--- src/rtl/fdclk_cnt_pkg.sv ---
// Shared constants for the fdclk event counter: count direction values and
// the rise-detector state encoding.
package fdclk_cnt_pkg;

    localparam logic DIR_UP   = 1'b1;
    localparam logic DIR_DOWN = 1'b0;

    typedef enum logic {
        ARMED = 1'b0,  // fdclk last seen low; next high level is an event
        SEEN  = 1'b1   // fdclk last seen high; wait for it to drop
    } det_state_e;

endpackage

--- src/rtl/fdclk_counter_rise_det.sv ---
// Rise detector for the divided-clock level: emits a one-cycle tick on the
// first clk edge that sees fdclk high after it was low, gated by en.
module rise_det
    import fdclk_cnt_pkg::*;
(
    input  logic clk,
    input  logic rst_b,
    input  logic en,
    input  logic fdclk,
    output logic tick
);

    det_state_e state_q, state_d;

    // Resets to SEEN: the divider leaves reset with fdclk high and that level
    // must not be counted.
    always_ff @(posedge clk or negedge rst_b) begin
        if (!rst_b) begin
            state_q <= SEEN;
        end else begin
            // NOTE: sequential state uses non-blocking assignments so every
            // flop samples pre-edge values regardless of block ordering.
            state_q <= state_d;
        end
    end

    always_comb begin
        state_d = fdclk ? SEEN : ARMED;
    end

    always_comb begin
        tick = (state_q == ARMED) && fdclk && en;
    end

endmodule

--- src/rtl/fdclk_counter.sv ---
// Modulo-(MAX+1) up/down counter of fdclk rising edges with clear, load,
// terminal-count pulse and sticky overflow. FDCLK_CNT_SAT_EN selects
// saturation instead of wrap at the count boundaries.
module fdclk_counter
    import fdclk_cnt_pkg::*;
#(
    parameter int WIDTH = 4,
    parameter int MAX   = 9
) (
    input  logic             clk,
    input  logic             rst_b,
    input  logic             clr,
    input  logic             en,
    input  logic             fdclk,
    input  logic             dir,
    input  logic             ld,
    input  logic [WIDTH-1:0] din,
    output logic [WIDTH-1:0] cnt,
    output logic             tc,
    output logic             ovf
);

    localparam logic [WIDTH-1:0] MAX_V  = WIDTH'(MAX);
    localparam logic [WIDTH-1:0] ZERO_V = '0;
    localparam logic [WIDTH-1:0] ONE_V  = WIDTH'(1);

`ifdef FDCLK_CNT_SAT_EN
    localparam logic [WIDTH-1:0] UP_BOUND_V = MAX_V;
    localparam logic [WIDTH-1:0] DN_BOUND_V = ZERO_V;
`else
    localparam logic [WIDTH-1:0] UP_BOUND_V = ZERO_V;
    localparam logic [WIDTH-1:0] DN_BOUND_V = MAX_V;
`endif

    logic             tick;
    logic             boundary;
    logic [WIDTH-1:0] cnt_q, cnt_d;
    logic             tc_q, tc_d;
    logic             ovf_q, ovf_d;

    rise_det u_rise_det (
        .clk   (clk),
        .rst_b (rst_b),
        .en    (en),
        .fdclk (fdclk),
        .tick  (tick)
    );

    always_comb begin
        // NOTE: every output of this block gets a default first, so no path
        // leaves a signal unassigned and no latch is inferred.
        cnt_d    = cnt_q;
        boundary = 1'b0;
        ovf_d    = ovf_q;

        if (clr) begin
            cnt_d = ZERO_V;
            ovf_d = 1'b0;
        end else if (ld) begin
            cnt_d = (din > MAX_V) ? MAX_V : din;
            ovf_d = 1'b0;
        end else if (tick) begin
            case (dir)
                DIR_UP: begin
                    if (cnt_q < MAX_V) begin
                        cnt_d = cnt_q + ONE_V;
                    end else begin
                        boundary = 1'b1;
                        cnt_d    = UP_BOUND_V;
                    end
                end
                DIR_DOWN: begin
                    if (cnt_q > ZERO_V) begin
                        cnt_d = cnt_q - ONE_V;
                    end else begin
                        boundary = 1'b1;
                        cnt_d    = DN_BOUND_V;
                    end
                end
                default: ;
            endcase
        end

        if (boundary) begin
            ovf_d = 1'b1;
        end
        tc_d = boundary;
    end

    always_ff @(posedge clk or negedge rst_b) begin
        if (!rst_b) begin
            cnt_q <= ZERO_V;
            tc_q  <= 1'b0;
            ovf_q <= 1'b0;
        end else begin
            cnt_q <= cnt_d;
            tc_q  <= tc_d;
            ovf_q <= ovf_d;
        end
    end

    assign cnt = cnt_q;
    assign tc  = tc_q;
    assign ovf = ovf_q;

endmodule

--- config.mk ---
export PLATFORM = sky130hd
export DESIGN_NAME = fdclk_counter
export DESIGN_NICKNAME = d
export VERILOG_FILES = /design/src/rtl/fdclk_cnt_pkg.sv /design/src/rtl/fdclk_counter_rise_det.sv /design/src/rtl/fdclk_counter.sv
export SDC_FILE = /design/constraint.sdc
export NUM_CORES = 1
export LEC_CHECK = 0
export BUFFER_PORTS_ARGS = -buffer_cell sky130_fd_sc_hd__buf_2
export CAP_MARGIN = 20
export CORE_MARGIN = 3
export CORE_UTILIZATION = 43
export DETAILED_ROUTE_END_ITERATION = 12
export PLACE_DENSITY = 0.77
export SETUP_SLACK_MARGIN = 0.4
export SYNTH_ARGS = -nofsm -noshare
export SYNTH_HDL_FRONTEND = slang
export SYNTH_HIERARCHICAL = 1
export SYNTH_SLANG_ARGS = --single-unit
--- constraint.sdc ---
create_clock -name clk -period 1.4 [get_ports clk]
set_input_delay 0.21 -clock clk [delete_from_list [all_inputs] [get_ports clk]]
set_output_delay 0.21 -clock clk [all_outputs]
set_load 0.005 [all_outputs]
==> flow_summary.yaml <==
place:
  dpl_cell_area_sq_um: 703.2
  place_hpwl_microns: 1187
  gp_congestion: 0.8737
  portBuffers: 16
power:
  total_power_mw: 0.6616
  leakage_nw: 0.3980
  p_per_area_nw_per_um2: 766.3
  ir_worst_vdd_mv: 0.6014
sta:
  worst_hold_slack_ps: 63.67
  slew_headroom_pct: 74.43
  worstMarginPinSlew_ps: 378.7
  tns_ps: -62.02
  setup_viol: 2
  skew_ps: 1.902
  hold_violations: 0
  rsz0062_at_grt: "yes"
  setup_slack_ps: -51.29
  drv_slew: 0
  fin_crit_ps: 1451
  fmax_ghz: 0.6890
  fin_crit_sh_pct: 103.7
cts:
  clock_sinks: 7
  cts_buffers: 3
  worstSkewPairLatency_ps: 250
  clockBufferDepth: 2
  cts_max_level: 1
  cts_tree: "yes"
  clk_pin_slew_ps: 50
  root_buffer: "clkbuf_4"
layout:
  drive_above_1_share_pct: 54.84
  fin_util_pct: 73.72
  final_nets: 108
  diodes: 0
  syn_to_final_growth_pct: 54.02
  fin_area_sq_um: 863.3
route:
  num_vias: 614
  first_pass_iters: 4
  route.detailed.drc: 0
  wl_microns: 1699
  routedWlPerCell_microns: 15.88
  drt_iter0_markers: 12
  vias_per_cell: 5.738
  antenna_left: 0
yosys:
  synth_ff_type: "dfrtp_1"
  yosys_warnings: 6
  ys_async_sr_fraction_pct: 100.0
  netlist_area_sq_um: 560.5
  synthDistinctLibCells: 36
  syn-instance-count: 63
  ys_ff_latch: 7
  synth_edf_count: 0
  syn_area_per_cell_sq_um: 8.897
  yosysSeqAreaShare_pct: 31.47
  syn_nets: 77
die:
  ioPinCount: 17
  row_count: 12
  die_h_microns: 42.11
  initial_core_util_pct: 47.86
  core_area_sq_um: 1171
  fp.dieW_microns: 42.11
  die-area_sq_um: 1773
status:
  outcome: "finished, violations left"
  failed_checks: "setup timing"
global_route:
  grt_max_degree: 10
  grt_pass1_vias: 605
  grt_antenna_before_repair: 0
  gr-total-overflow: 0
  grt_pass1_wl_microns: 2746
  grt.total_usage_pct: 20.81
worst_setup_path:
  worstPathMaxFanout: 4
  critPathRequiredTime_ps: 1550
  worst_path_max_delay_cell: "dfstp_2"
  cp_cell_sequence: "and3b_2 -> or3b_4 -> a21o_1 -> o311ai_1"
  path_class: "reg2reg"
  start_kind: "flip-flop"
  critPathMaxStageDelay_ps: 510
  cp.arrival_ps: 1600
  path_delay_family: "simple AND/OR/NAND/NOR gates"
  path_buf_inv: 0
  end_kind: "flip-flop"
min_path:
  hold_path.class: "in2reg"
flow_run:
  maxCapViolCount: 0
[metrics by stage]
step / std cells / setup slack, ps
floorplan: 63 / -57.62
global placement: 97 / -22.43
detailed placement: 97 / -78.44
CTS: 104 / -38.40
global route: 107 / -87.27
finish: 107 / -51.29
[metal layers]
metal  track usage (%)  share of wire (%)  vias to the layer above
met5                 0                  0                        -
met4             14.29                3.2                        0
met3             3.863                6.1                        6
met2             33.02                 50                       21
met1             25.13                 41                      295
li1                  -                  -                      292
[layout by cell type, fill, tap and decap left out, drive strengths merged, types with 2 or more instances in the layout]
master,n
o2bb2ai,2
ha,3
nor3,2
nor2b,3
nand2,3
a31oi,2
o21ai,2
or3b,3
clkbuf,4
nand2b,2
buf,30
dfrtp,6
nor2,4
a21oi,2
o311ai,3
inv,5
[repair_timing]
action / CTS / global route
resized for setup: 10 / 9
pin swaps: 1 / 1
setup endpoints to repair: 10 / 10
hold buffers: 1 / 0
setup buffers: 2 / 3
hold endpoints to repair: 6 / 0
[where the power goes]
group | internal, mW | switching (mW)
clock | 0.109 | 0.0747
combinational | 0.136 | 0.112
sequential | 0.215 | 0.0155
[area by class of cell]
| cell class | instances | area, sq um |
|---|---|---|
| repair buffers | 31 | 219.0 |
| clock buffers | 4 | 26.28 |
| multi-input cells | 46 | 404.1 |
| fillers | 90 | 307.8 |
| well taps | 14 | 17.52 |
| flip-flops and latches | 7 | 177.7 |
| inverters | 5 | 18.77 |
[logic make-up (layout without fill, tap and decap cells)]
kind of cell             Yosys count  in the layout  synth area share [%]
adder cells (fa/ha/maj)            3              3                 6.697
XOR/XNOR                           1              1                 1.563
flip-flops                         7              7                 31.47
AO/OA/AOI/OAI                     18             18                 23.66
buffers and inverters             10             40                 8.704
AND/OR/NAND/NOR                   24             24                 27.90
[final timing paths]
kind	startpoint	end	slack (ps)	depth (start not counted)
worst min register to register	ovf	ovf	510	2
worst max-delay path	u_rise_det/state_q	cnt[3]	-50	4
worst min-delay path	fdclk	u_rise_det/state_q	60	1
min in group asynchronous	rst_b	tc	320	2
worst max register to register	u_rise_det/state_q	cnt[3]	-50	4
max in group asynchronous	rst_b	u_rise_det/state_q	850	2
[Yosys cell counts (all sizes together) (2+ instances only)]
cell type  instances  area [sq um]
dfrtp              6         150.1
inv                5         18.77
buf                4         26.27
nor2               4         15.01
ha                 3         37.54
nand2              3         11.26
nor2b              3         18.77
o311ai             3         26.28
or3b               3         26.28
a21oi              2         10.01
a31oi              2         12.51
nand2b             2         12.51
nor3               2         15.01
o21ai              2         10.01
o2bb2ai            2         17.52
[registers in the layout, summed over array words and instances (netlist names)]
name                cells
u_rise_det/state_q      1
cnt                     4
tc                      1
ovf                     1
Power figures use the tool's default switching activity.
